--- src/rtl/mxint8_block_gather_pkg.sv ---
// Shared MXINT8 constants and types used by the block gather front end.
package mxint8_block_gather_pkg;

    localparam int MX_BLOCK_SIZE        = 32;
    localparam int MX_SCALE_WIDTH       = 8;
    localparam int MXINT8_ELEMENT_WIDTH = 8;
    localparam int MX_LANES             = 4;
    localparam int BEATS                = MX_BLOCK_SIZE / MX_LANES;

    typedef struct {
        logic [MX_SCALE_WIDTH-1:0]       scale;
        logic [MXINT8_ELEMENT_WIDTH-1:0] elements [MX_BLOCK_SIZE];
    } mxint8_block_t;

    typedef enum logic {
        BUF_A = 1'b0,
        BUF_B = 1'b1
    } buf_sel_t;

    function automatic buf_sel_t other_buf(input buf_sel_t s);
        return (s == BUF_A) ? BUF_B : BUF_A;
    endfunction

    // Counter width that stays legal when a block is a single beat.
    function automatic int idx_width(input int n);
        return (n > 1) ? $clog2(n) : 1;
    endfunction

endpackage

--- src/rtl/mxint8_block_buf.sv ---
// One block buffer: lane-granular element writes, scale capture on the
// first beat and zero-fill of all slots beyond a short final beat.
module mxint8_block_buf
    import mxint8_block_gather_pkg::*;
#(
    parameter int LANES       = MX_LANES,
    parameter int BLOCK_SIZE  = MX_BLOCK_SIZE,
    parameter int SCALE_WIDTH = MX_SCALE_WIDTH,
    parameter int ELEM_WIDTH  = MXINT8_ELEMENT_WIDTH,
    parameter int IDX_W       = idx_width(BLOCK_SIZE / LANES)
) (
    input  logic                        clk,
    input  logic                        rst,
    input  logic                        wr_en,
    input  logic                        scale_en,
    input  logic                        zero_fill,
    input  logic [IDX_W-1:0]            beat,
    input  logic [SCALE_WIDTH-1:0]      scale_in,
    input  logic [LANES*ELEM_WIDTH-1:0] lanes_in,
    output logic [SCALE_WIDTH-1:0]      scale,
    output logic [ELEM_WIDTH-1:0]       elements [BLOCK_SIZE]
);

    always_ff @(posedge clk) begin
        if (rst) begin
            scale <= '0;
            for (int i = 0; i < BLOCK_SIZE; i++) begin
                elements[i] <= '0;
            end
        end else if (wr_en) begin
            if (scale_en) begin
                scale <= scale_in;
            end
            for (int i = 0; i < BLOCK_SIZE; i++) begin
                if (IDX_W'(i / LANES) == beat) begin
                    elements[i] <= lanes_in[(i % LANES)*ELEM_WIDTH +: ELEM_WIDTH];
                end else if (zero_fill && (IDX_W'(i / LANES) > beat)) begin
                    elements[i] <= '0;
                end
            end
        end
    end

endmodule

--- src/rtl/mxint8_block_gather.sv ---
// Assembles a beat stream of LANES elements into full MXINT8 blocks,
// ping-ponging between two buffers so input continues while a block waits.
module mxint8_block_gather
    import mxint8_block_gather_pkg::*;
#(
    parameter int LANES       = MX_LANES,
    parameter int BLOCK_SIZE  = MX_BLOCK_SIZE,
    parameter int SCALE_WIDTH = MX_SCALE_WIDTH,
    parameter int ELEM_WIDTH  = MXINT8_ELEMENT_WIDTH
) (
    input  logic                        i_clk,
    input  logic                        i_rst,
    input  logic                        i_in_valid,
    output logic                        o_in_ready,
    input  logic [SCALE_WIDTH-1:0]      i_in_scale,
    input  logic [LANES*ELEM_WIDTH-1:0] i_in_elements,
    input  logic                        i_in_last,
    output logic                        o_out_valid,
    input  logic                        i_out_ready,
    output logic [SCALE_WIDTH-1:0]      o_scale,
    output logic [ELEM_WIDTH-1:0]       o_mxint8_elements [BLOCK_SIZE],
    output logic                        o_frame_err
);

    localparam int BLOCK_BEATS = BLOCK_SIZE / LANES;
    localparam int IDX_W       = idx_width(BLOCK_BEATS);
    localparam logic [IDX_W-1:0] LAST_IDX = IDX_W'(BLOCK_BEATS - 1);

    logic [IDX_W-1:0]       beat_idx;
    buf_sel_t               wsel;
    buf_sel_t               rsel;
    logic [1:0]             full_cnt;
    logic                   accept;
    logic                   last_slot;
    logic                   complete;
    logic                   pop;
    logic                   early_last;
    logic                   missing_last;
    logic                   first_beat;
    logic                   wr_a;
    logic                   wr_b;
    logic [SCALE_WIDTH-1:0] scale_a;
    logic [SCALE_WIDTH-1:0] scale_b;
    logic [ELEM_WIDTH-1:0]  elems_a [BLOCK_SIZE];
    logic [ELEM_WIDTH-1:0]  elems_b [BLOCK_SIZE];

    // Ready depends only on held state, so it never combinationally follows i_out_ready.
    assign o_in_ready   = (full_cnt < 2'd2);
    assign o_out_valid  = (full_cnt != 2'd0);
    assign accept       = i_in_valid && o_in_ready;
    assign last_slot    = (beat_idx == LAST_IDX);
    assign complete     = accept && (last_slot || i_in_last);
    assign pop          = o_out_valid && i_out_ready;
    assign early_last   = accept && i_in_last && !last_slot;
    assign missing_last = accept && last_slot && !i_in_last;
    assign first_beat   = (beat_idx == '0);
    assign wr_a         = accept && (wsel == BUF_A);
    assign wr_b         = accept && (wsel == BUF_B);

    always_ff @(posedge i_clk) begin
        if (i_rst) begin
            beat_idx    <= '0;
            wsel        <= BUF_A;
            rsel        <= BUF_A;
            full_cnt    <= 2'd0;
            o_frame_err <= 1'b0;
        end else begin
            o_frame_err <= early_last || missing_last;
            if (complete) begin
                beat_idx <= '0;
                wsel     <= other_buf(wsel);
            end else if (accept) begin
                beat_idx <= beat_idx + IDX_W'(1);
            end
            if (pop) begin
                rsel <= other_buf(rsel);
            end
            case ({complete, pop})
                2'b10:   full_cnt <= full_cnt + 2'd1;
                2'b01:   full_cnt <= full_cnt - 2'd1;
                default: full_cnt <= full_cnt;
            endcase
        end
    end

    mxint8_block_buf #(
        .LANES(LANES), .BLOCK_SIZE(BLOCK_SIZE),
        .SCALE_WIDTH(SCALE_WIDTH), .ELEM_WIDTH(ELEM_WIDTH), .IDX_W(IDX_W)
    ) u_buf_a (
        .clk(i_clk), .rst(i_rst), .wr_en(wr_a), .scale_en(first_beat),
        .zero_fill(early_last), .beat(beat_idx), .scale_in(i_in_scale),
        .lanes_in(i_in_elements), .scale(scale_a), .elements(elems_a)
    );

    mxint8_block_buf #(
        .LANES(LANES), .BLOCK_SIZE(BLOCK_SIZE),
        .SCALE_WIDTH(SCALE_WIDTH), .ELEM_WIDTH(ELEM_WIDTH), .IDX_W(IDX_W)
    ) u_buf_b (
        .clk(i_clk), .rst(i_rst), .wr_en(wr_b), .scale_en(first_beat),
        .zero_fill(early_last), .beat(beat_idx), .scale_in(i_in_scale),
        .lanes_in(i_in_elements), .scale(scale_b), .elements(elems_b)
    );

    always_comb begin
        o_scale = (rsel == BUF_B) ? scale_b : scale_a;
        for (int i = 0; i < BLOCK_SIZE; i++) begin
            o_mxint8_elements[i] = (rsel == BUF_B) ? elems_b[i] : elems_a[i];
        end
    end

endmodule
--- config.mk ---
export PLATFORM = sky130hd
export DESIGN_NAME = mxint8_block_gather
export DESIGN_NICKNAME = d
export VERILOG_FILES = /design/src/rtl/mxint8_block_gather_pkg.sv /design/src/rtl/mxint8_block_buf.sv /design/src/rtl/mxint8_block_gather.sv
export SDC_FILE = /design/constraint.sdc
export NUM_CORES = 1
export LEC_CHECK = 0
export BUFFER_PORTS_ARGS = -buffer_cell sky130_fd_sc_hd__buf_2
export CAP_MARGIN = 20
export CORE_MARGIN = 2
export CORE_UTILIZATION = 25
export CTS_BUF_LIST = sky130_fd_sc_hd__clkbuf_8
export DETAILED_ROUTE_END_ITERATION = 6
export MAX_ROUTING_LAYER = met4
export PLACE_DENSITY = 0.44
export SLEW_MARGIN = 10
export SYNTH_ARGS = -nofsm -noshare
export SYNTH_HDL_FRONTEND = slang
export SYNTH_SLANG_ARGS = --single-unit
--- constraint.sdc ---
create_clock -name i_clk -period 3 [get_ports i_clk]
set_input_delay 0.15 -clock i_clk [delete_from_list [all_inputs] [get_ports i_clk]]
set_output_delay 0.15 -clock i_clk [all_outputs]
set_load 0.05 [all_outputs]
==> out/qor.yml, run 1 <==
vias: 24400
synth_fp_nets: 3267
clk_latency_ps: 780
pwr-share-seq_pct: 39.6
yosysSeqAreaShare_pct: 40.4
totalWireLength_mm: 108
p_leak_nw: 11.1
slowest_delay_ps: 590
hpwl_mm: 63.9
critPathBufInv: 2
fillers: 11200
ir_drop_mv: 0.338
grt_use_total_pct: 19.6
period_minus_slack_ps: 2800
hold_path.class: "in2reg"
critPathCaptureType: "output pin"
cts_tree: "built"
numCtsBuffers: 104
port_buffers: 311
initial_core_util_pct: 25.2
cts_sinks: 536
synth_warnings: 0
hold_start: "i_in_valid"
vias_per_cell: 5.02
multiInputGateArea_mm2: 0.0135
synth_enable_flop_cells: 0
worst_pin_slew_ps: 826
setup_viol: 0
ios: 312
fp-row-count: 119
ctsHoldBuffers: 43
core_area_mm2: 0.105
setup_tns_ps: 0
grt_setup_unrepaired: "no"
layout.area.seq_mm2: 0.0107
worstPathCellList: "buf_4 > nand2_1 > o21ai_0 > buf_2"
critPathTopFamily: "buffers and inverters"
synthTopCellsByCount: "dfxtp_1 (536), nand2_1 (447), nor2b_1 (289), o21ai_0 (253), clkbuf_1 (247)"
drcViolationCount: 0
synth_area_mm2: 0.0266
crit_type: "reg2out"
maxCapViolations: 0
fmax_mhz: 357
grt_pass1_wl_mm: 157
fin_crit_sh_pct: 93.5
grt_overflow_total: 0
grt_antenna_before_repair: 16
grt_max_degree: 104
hold_violations: 0
ant_nets: 0
cp-start-kind: "flop"
path_max_fanout: 44
nets: 3436
p_comb_share_pct: 22.9
async_reset_ff_share_pct: 0
ys_top_cells_by_area: "dfxtp_1 (40%), nor2b_1 (6.8%), nand2_1 (6.3%)"
synthFlopType: "dfxtp_1"
die_x_um: 330
p_sw_share_pct: 36.1
dr.pass1.iters: 5
critical_path_required_ps: 2850
fp.dieH_um: 330
crit_start: "rsel"
outcome: "finished clean"
clkPwrFrac_pct: 37.5
syn_avg_cell_area_um2: 8.26
cts_setup_buffers: 0
yosysTopAreaCell: "dfxtp_1"
fin_skew_ps: 44.8
wl_per_cell_um: 22.2
p_sw_mw: 6.88
htreeDepth: 3
crit_slowest_cell: "dfxtp_4"
place_congestion: 0.749
grt_pass1_vias: 22900
die-area_mm2: 0.109
p_int_mw: 12.2
fin_area_mm2: 0.0317
yosysMostFrequentCell: "dfxtp_1"
netlist.area_leader.share_pct: 40.4
slew_headroom_pct: 45.0
ctsResizeCount: 0
layout-drive-gt1-share_pct: 22.1
postPlaceCellArea_mm2: 0.0293
cts_max_path_buffers: 3
drtIter0Drc: 1971
r2r-start: "beat_idx[0]"
synthCells: 3217
ys_types: 43
root_buffer: "clkbuf_8"
maxSlewViolCount: 0
power_density_mw_per_mm2: 602
clk_pin_slew_ps: 60
area_delta_synth_final_pct: 19.3
ys_ff_latch: 536
crit_arrival_ps: 2650
## cells by family after synthesis
family | after synthesis | share of synthesized area [%]
flops | 536 | 40.4
buf+inv | 605 | 9.41
compound gates | 867 | 23.0
xor+xnor | 5 | 0.165
mux | 149 | 6.31
simple gates | 1050 | 20.5
fa+ha+maj | 5 | 0.236
## cell type report
type                    count  share of cell area, %
flip-flops and latches    536                   33.9
repair buffers            427                   8.98
multi-input cells        2076                   42.5
clock inverters            60                  0.987
well taps                1391                   5.49
inverters                 241                   2.86
clock buffers             120                   5.21
diodes                      6                 0.0474
## layout by cell type, fill, tap and decap left out, types with 128 or more instances in the layout
cell type	instances
nor2b_1	288
a32oi_1	128
nand3_1	163
o21ai_0	253
mux2_2	147
dfxtp_1	535
o211ai_1	128
nand2_1	445
inv_1	282
buf_2	310
o32ai_1	173
## layer usage
layer | wire, um | track usage [%]
met3 | 6480 | 2.86
met1 | 51900 | 28.0
met5 | 0 | -
met2 | 46700 | 28.6
met4 | 2610 | 5.57
## power by group through the flow
stage / clock [mW] / sequential (mW) / combinational [mW]
6_report: 7.15 / 7.54 / 4.37
5_1_grt: 7.67 / 7.57 / 4.64
4_1_cts: 7.38 / 7.54 / 4.42
3_5_place_dp: 0 / 7.69 / 4.37
3_3_place_gp: 0 / 7.69 / 4.37
2_1_floorplan: 0 / 7.59 / 2.98
## registers in the layout, summed over array words and instances (netlist names)
signal,flops
beat_idx,3
full_cnt,2
o_frame_err,1
rsel,1
u_buf_a.elements,256
u_buf_a.scale,8
u_buf_b.elements,256
u_buf_b.scale,8
wsel,1
## metrics by stage
step | std cells | setup slack, ps | utilization, % | total power, mW | hold slack, ps
finish | 4857 | 196 | 30.1 | 19.1 | 93.6
global placement | 4628 | 542 | 27.8 | 12.1 | 425
detailed placement | 4628 | 467 | 27.8 | 12.1 | 421
global route | 4854 | 67.4 | 30.1 | 19.9 | 79.2
CTS | 4851 | 161 | 30.1 | 19.3 | 13.1
floorplan | 3217 | 858 | - | 10.6 | 298
## path summary, 6_finish.rpt
check	end	slack (ps)	cells past startpoint
max	o_mxint8_elements[142]	200	4
min	o_frame_err	90	4
max reg2reg	u_buf_a.elements[83]	410	7
min reg2reg	u_buf_b.elements[162]	470	2
## worst min-delay path, stage by stage
cell	delay [ps]
buf_2	190
buf_4	170
nand2b_1	230
nor3_1	90
(Power assumes the default switching activity.)
==> inputs of run 2 (changes only) <==
--- a/config.mk
+++ b/config.mk
@@ -7,6 +7,7 @@
 export LEC_CHECK = 0
 export BUFFER_PORTS_ARGS = -buffer_cell sky130_fd_sc_hd__buf_2
 export CAP_MARGIN = 20
+export CORE_ASPECT_RATIO = 1.2
 export CORE_MARGIN = 2
 export CORE_UTILIZATION = 25
 export CTS_BUF_LIST = sky130_fd_sc_hd__clkbuf_8
==> out/qor.yml, run 2 (synthesis results as in run 1) <==
fp-row-count: 131  # +10%
period_minus_slack_ps: 2660  # -147 ps
totalWireLength_mm: 108  # +0.57%
maxCapViolations: 0  # unchanged
vias_per_cell: 5.01  # -0.16%
timing.final.ws_setup_ps: 343  # +147 ps
p_comb_share_pct: 22.7  # -0.2 points
hold-worst-slack_ps: 136  # +42.7 ps
worst_pin_slew_ps: 875  # +49.0 ps
vias: 24300  # -0.16%
ir_drop_mv: 0.389  # +15%
core_area_mm2: 0.106  # +0.59%
ios: 312  # unchanged
slew_headroom_pct: 41.7  # -3.3 points
crit_start: "rsel"
p_sw_mw: 6.87  # -0.11%
place_ws_ps: 718  # +251 ps
wl_per_cell_um: 22.3  # +0.57%
grt_max_degree: 130  # +25%
die_x_um: 302  # -8.6%
drcViolationCount: 0  # unchanged
fp.dieH_um: 361  # +9.4%
maxSlewViolCount: 0  # unchanged
clk_latency_ps: 720  # -60 ps
utilization_pct: 30.0  # -0.099 points
clk_pin_slew_ps: 60  # about the same
layout-drive-gt1-share_pct: 22.3  # +0.12 points
critPathTopFamily: "flip-flops"
p_leak_nw: 11.1  # +0.11%
ant_nets: 0  # unchanged
fin_crit_sh_pct: 88.6  # -4.9 points
p_int_mw: 12.6  # +3.7%
cts_setup_buffers: 0  # unchanged
path_max_fanout: 33  # -25%
slowest_delay_ps: 690  # +100 ps
r2r-start: "wsel"
power_mw: 19.5  # +2.3%
setup_tns_ps: 0  # unchanged
nets: 3432  # -0.12%
layout.area.seq_mm2: 0.0107  # unchanged
grt_setup_unrepaired: "no"
outcome: "finished clean"
area_delta_synth_final_pct: 19.6
grt_overflow_total: 0  # unchanged
layout_commonest_cell: "dfxtp_1"
fillers: 11400  # +1.5%
crit_arrival_ps: 2510  # -140 ps
critical_path_required_ps: 2850  # about the same
place_congestion: 0.732  # -2.4%
crit_slowest_cell: "dfxtp_4"
grt_antenna_before_repair: 13  # -3
multiInputGateArea_mm2: 0.0135  # about the same
postPlaceCellArea_mm2: 0.0292  # -0.16%
hpwl_mm: 63.6  # -0.44%
dr.pass1.iters: 6  # +1
fin_cells: 4857  # unchanged
critPathCaptureType: "output pin"
grt_pass1_vias: 23300  # +1.7%
grt_pass1_wl_mm: 159  # +1.5%
cts_tree: "built"
power_density_mw_per_mm2: 614  # +2.1%
ctsResizeCount: 0  # unchanged
cts_max_path_buffers: 3  # unchanged
dp.cells: 4629  # +0.022%
cp-start-kind: "flop"
root_buffer: "clkbuf_8"
fmax_mhz: 376  # +5.5%
crit_type: "reg2out"
critPathBufInv: 2  # unchanged
hold_start: "i_in_valid"
setup_viol: 0  # unchanged
cts_sinks: 536  # unchanged
reg_top3: "u_buf_a.elements (256), u_buf_b.elements (256)"
worstPathCellList: "buf_4 > mux2_2 > buf_2"
p_sw_share_pct: 35.2  # -0.85 points
clkPwrFrac_pct: 38.6  # +1.1 points
numCtsBuffers: 103  # -0.96%
hold_path.class: "in2reg"
pwr-share-seq_pct: 38.7  # -0.9 points
htreeDepth: 3  # unchanged
port_buffers: 311  # unchanged
most-common-layout-cells: "dfxtp_1 (535), nand2_1 (445), buf_2 (310), nor2b_1 (288), inv_1 (273)"
ctsHoldBuffers: 44  # +2.3%
initial_core_util_pct: 25.1  # -0.15 points
grt_use_total_pct: 19.8  # +0.16 points
fin_area_mm2: 0.0318  # +0.26%
hold_violations: 0  # unchanged
drtIter0Drc: 1717  # -13%
fin_skew_ps: 44.2  # -0.543 ps
die-area_mm2: 0.109  # about the same
==> run 2: cell types whose count changed in the layout (fill, tap and decap cells not counted), sizes merged <==
cell,change
inv,-13
clkinv,-2
dlygate4sd3,+1
clkbuf,+11
buf,-4
bufinv,+2
==> run 2: layout make-up <==
type                       instances  area share (%)
clock inverter                    47           0.879
antenna                            6          0.0473
inverter                         241            2.85
sequential                       536            33.8
multi-input combinational       2076            42.4
timing repair buffer             424            8.82
clock buffer                     131            5.68
tap                             1396            5.50
==> run 2: power by group through the flow <==
stage          Clock, mW  Sequential [mW]  Combinational [mW]
2_1_floorplan          0             7.59                2.98
3_3_place_gp           0             7.70                4.41
3_5_place_dp           0             7.71                4.41
4_1_cts             7.79             7.55                4.46
5_1_grt             8.12             7.59                4.68
6_report            7.53             7.55                4.42
==> run 2: worst min-delay path: cells and delay by family <==
| family | cells | cell delay (ps) |
|---|---|---|
| xor+xnor | 1 | 150 |
| simple gates | 2 | 300 |
| buf+inv | 1 | 200 |
==> run 2: layer usage <==
metal | GRT usage, % | routed length (um)
met1 | 26.8 | 50600
met2 | 29.9 | 48400
met3 | 3.30 | 6060
met4 | 6.35 | 3130
met5 | - | 0
==> run 2: final timing paths <==
kind                                         endpoint  slack [ps]  cells after the start
worst max-delay path            o_mxint8_elements[29]         340                      3
worst min-delay path                      beat_idx[0]         140                      4
worst max register to register  u_buf_a.elements[176]         680                      4
worst min register to register  u_buf_b.elements[134]         470                      2
==> inputs of run 3 (changes only) <==
==> constraint.sdc (replaced) <==
create_clock -name i_clk -period 2.7 [get_ports i_clk]
set_input_delay 0.135 -clock i_clk [delete_from_list [all_inputs] [get_ports i_clk]]
set_output_delay 0.135 -clock i_clk [all_outputs]
set_load 0.05 [all_outputs]
==> out/qor.yml, run 3 (synthesis results as in run 1) <==
outcome: "finished clean"
most-common-layout-cells: "dfxtp_1 (535), nand2_1 (445), buf_2 (309), nor2b_1 (288), inv_1 (274)"
p_leak_nw: 11.3  # +1.3%
fp-row-count: 131  # unchanged
power_density_mw_per_mm2: 681  # +11%
worst_pin_slew_ps: 881  # +5.89 ps
p_comb_share_pct: 23.5  # +0.8 points
htreeDepth: 3  # unchanged
pwr-share-seq_pct: 38.1  # -0.6 points
grt_pass1_vias: 23200  # -0.43%
area_delta_synth_final_pct: 20.9
die_x_um: 302  # unchanged
vias: 24300  # -0.13%
slew_headroom_pct: 41.3  # -0.39 points
grt_overflow_total: 0  # unchanged
die-area_mm2: 0.109  # unchanged
ir_drop_mv: 0.418  # +7.6%
wl_per_cell_um: 22.2  # -0.21%
critPathCaptureType: "output pin"
ant_nets: 0  # unchanged
ios: 312  # unchanged
grt_antenna_before_repair: 19  # +6
layout-drive-gt1-share_pct: 22.6  # +0.37 points
grt_setup_unrepaired: "no"
place_congestion: 0.745  # +1.8%
fmax_mhz: 387
numCtsBuffers: 101  # -1.9%
hpwl_mm: 63.5  # -0.22%
cts_sinks: 536  # unchanged
setup_tns_ps: 0  # unchanged
clk_pin_slew_ps: 60  # about the same
hold_path.class: "in2reg"
rrSetupSlack_ps: 400  # -280 ps
crit_arrival_ps: 2450  # -60 ps
grt_use_total_pct: 19.6  # -0.18 points
p_sw_mw: 7.74  # +13%
maxSlewViolCount: 0  # unchanged
cp-start-kind: "flop"
grt_max_degree: 97  # -25%
p_sw_share_pct: 35.4  # +0.15 points
fin_cells: 4878  # +0.43%
grt_pass1_wl_mm: 158  # -1.0%
cts_tree: "built"
core_area_mm2: 0.106  # unchanged
fp.dieH_um: 361  # unchanged
cts_max_path_buffers: 3  # unchanged
fin_skew_ps: 33.4  # -10.8 ps
vias_per_cell: 4.98  # -0.56%
totalWireLength_mm: 108  # +0.22%
initial_core_util_pct: 25.1  # unchanged
critical_path_required_ps: 2570  # -280 ps
clkPwrFrac_pct: 38.4  # -0.2 points
p_int_mw: 14.1  # +12%
reg_top3: "u_buf_a.elements (256), u_buf_b.elements (256)"
setup_viol: 0  # unchanged
root_buffer: "clkbuf_8"
dr.pass1.iters: 7  # +1
fin_crit_sh_pct: 95.7
period_minus_slack_ps: 2580
dp.cells: 4644  # +0.32%
drcViolationCount: 0  # unchanged
fillers: 11400  # +0.15%
maxCapViolations: 0  # unchanged
layout_commonest_cell: "dfxtp_1"
nets: 3447  # +0.44%
crit_type: "reg2out"
drtIter0Drc: 1777  # +3.5%
path_max_fanout: 45  # +36%
hold_violations: 0  # unchanged
clk_latency_ps: 720  # about the same
port_buffers: 311  # unchanged
-- run 3: cell count changes in the layout (fill, tap and decap cells not counted), sizes merged --
cell      change
bufinv        +1
clkbuf        -4
buf          +16
diode         +3
clkinvlp      +3
inv           +2
-- run 3: final cells by class --
| type | instances | area (um^2) | area share, % |
|---|---|---|---|
| inverter | 241 | 905 | 2.82 |
| clock buffer | 126 | 1730 | 5.40 |
| antenna | 9 | 22.5 | 0.0701 |
| sequential | 536 | 10700 | 33.4 |
| clock inverter | 53 | 360 | 1.12 |
| timing repair buffer | 441 | 3140 | 9.78 |
| tap | 1396 | 1750 | 5.44 |
| multi-input combinational | 2076 | 13500 | 42.0 |
-- run 3: stage by stage --
step | cell area, um^2 | power, mW | utilization [%] | setup WS, ps | hold WS, ps
2_1_floorplan | 26600 | 11.7 | - | 570 | 283
3_3_place_gp | 29500 | 13.6 | 27.9 | 474 | 409
3_5_place_dp | 29500 | 13.6 | 27.9 | 434 | 414
4_1_cts | 32100 | 22.1 | 30.3 | 41.7 | 77.0
5_1_grt | 32100 | 22.8 | 30.3 | 4.31 | 121
6_report | 32100 | 21.9 | 30.3 | 117 | 152
-- run 3: layer usage --
layer	global-route usage, %	routed length, um	vias up
met5	-	0	-
met4	7.61	4140	0
met3	3.30	6560	174
met2	29.0	47900	741
met1	26.6	49800	11600
li1	-	-	11700
-- run 3: critical path, cell delays in order (launching register included) --
cell,delay (ps)
dfxtp_4,510
buf_12,300
buf_12,250
mux2_2,410
buf_2,230
-- run 3: path summary, 6_finish.rpt --
kind	endpoint	from	depth (start not counted)
setup / recovery	o_mxint8_elements[125]	rsel	4
hold / removal	beat_idx[0]	i_in_valid	4
setup reg to reg	u_buf_b.elements[69]	beat_idx[0]	7
hold reg to reg	u_buf_b.elements[28]	u_buf_b.elements[28]	2
-- run 3: timing repair --
item | in CTS | in global routing
setup buffers | 1 | 0
hold buffers | 44 | 0
gates resized for setup | 0 | 4
setup endpoints to repair | 8 | 6
hold endpoints to repair | 228 | 0
cloned | 0 | 1
-- run 3: power groups by stage --
stage                     sequential, mW  combinational (mW)  clock, mW
after floorplan                     8.44                3.31          0
after global routing                8.37                5.42       9.03
after detailed placement            8.52                5.03          0
after global placement              8.52                5.03          0
final                               8.34                5.14       8.39
after CTS                           8.34                5.13       8.66
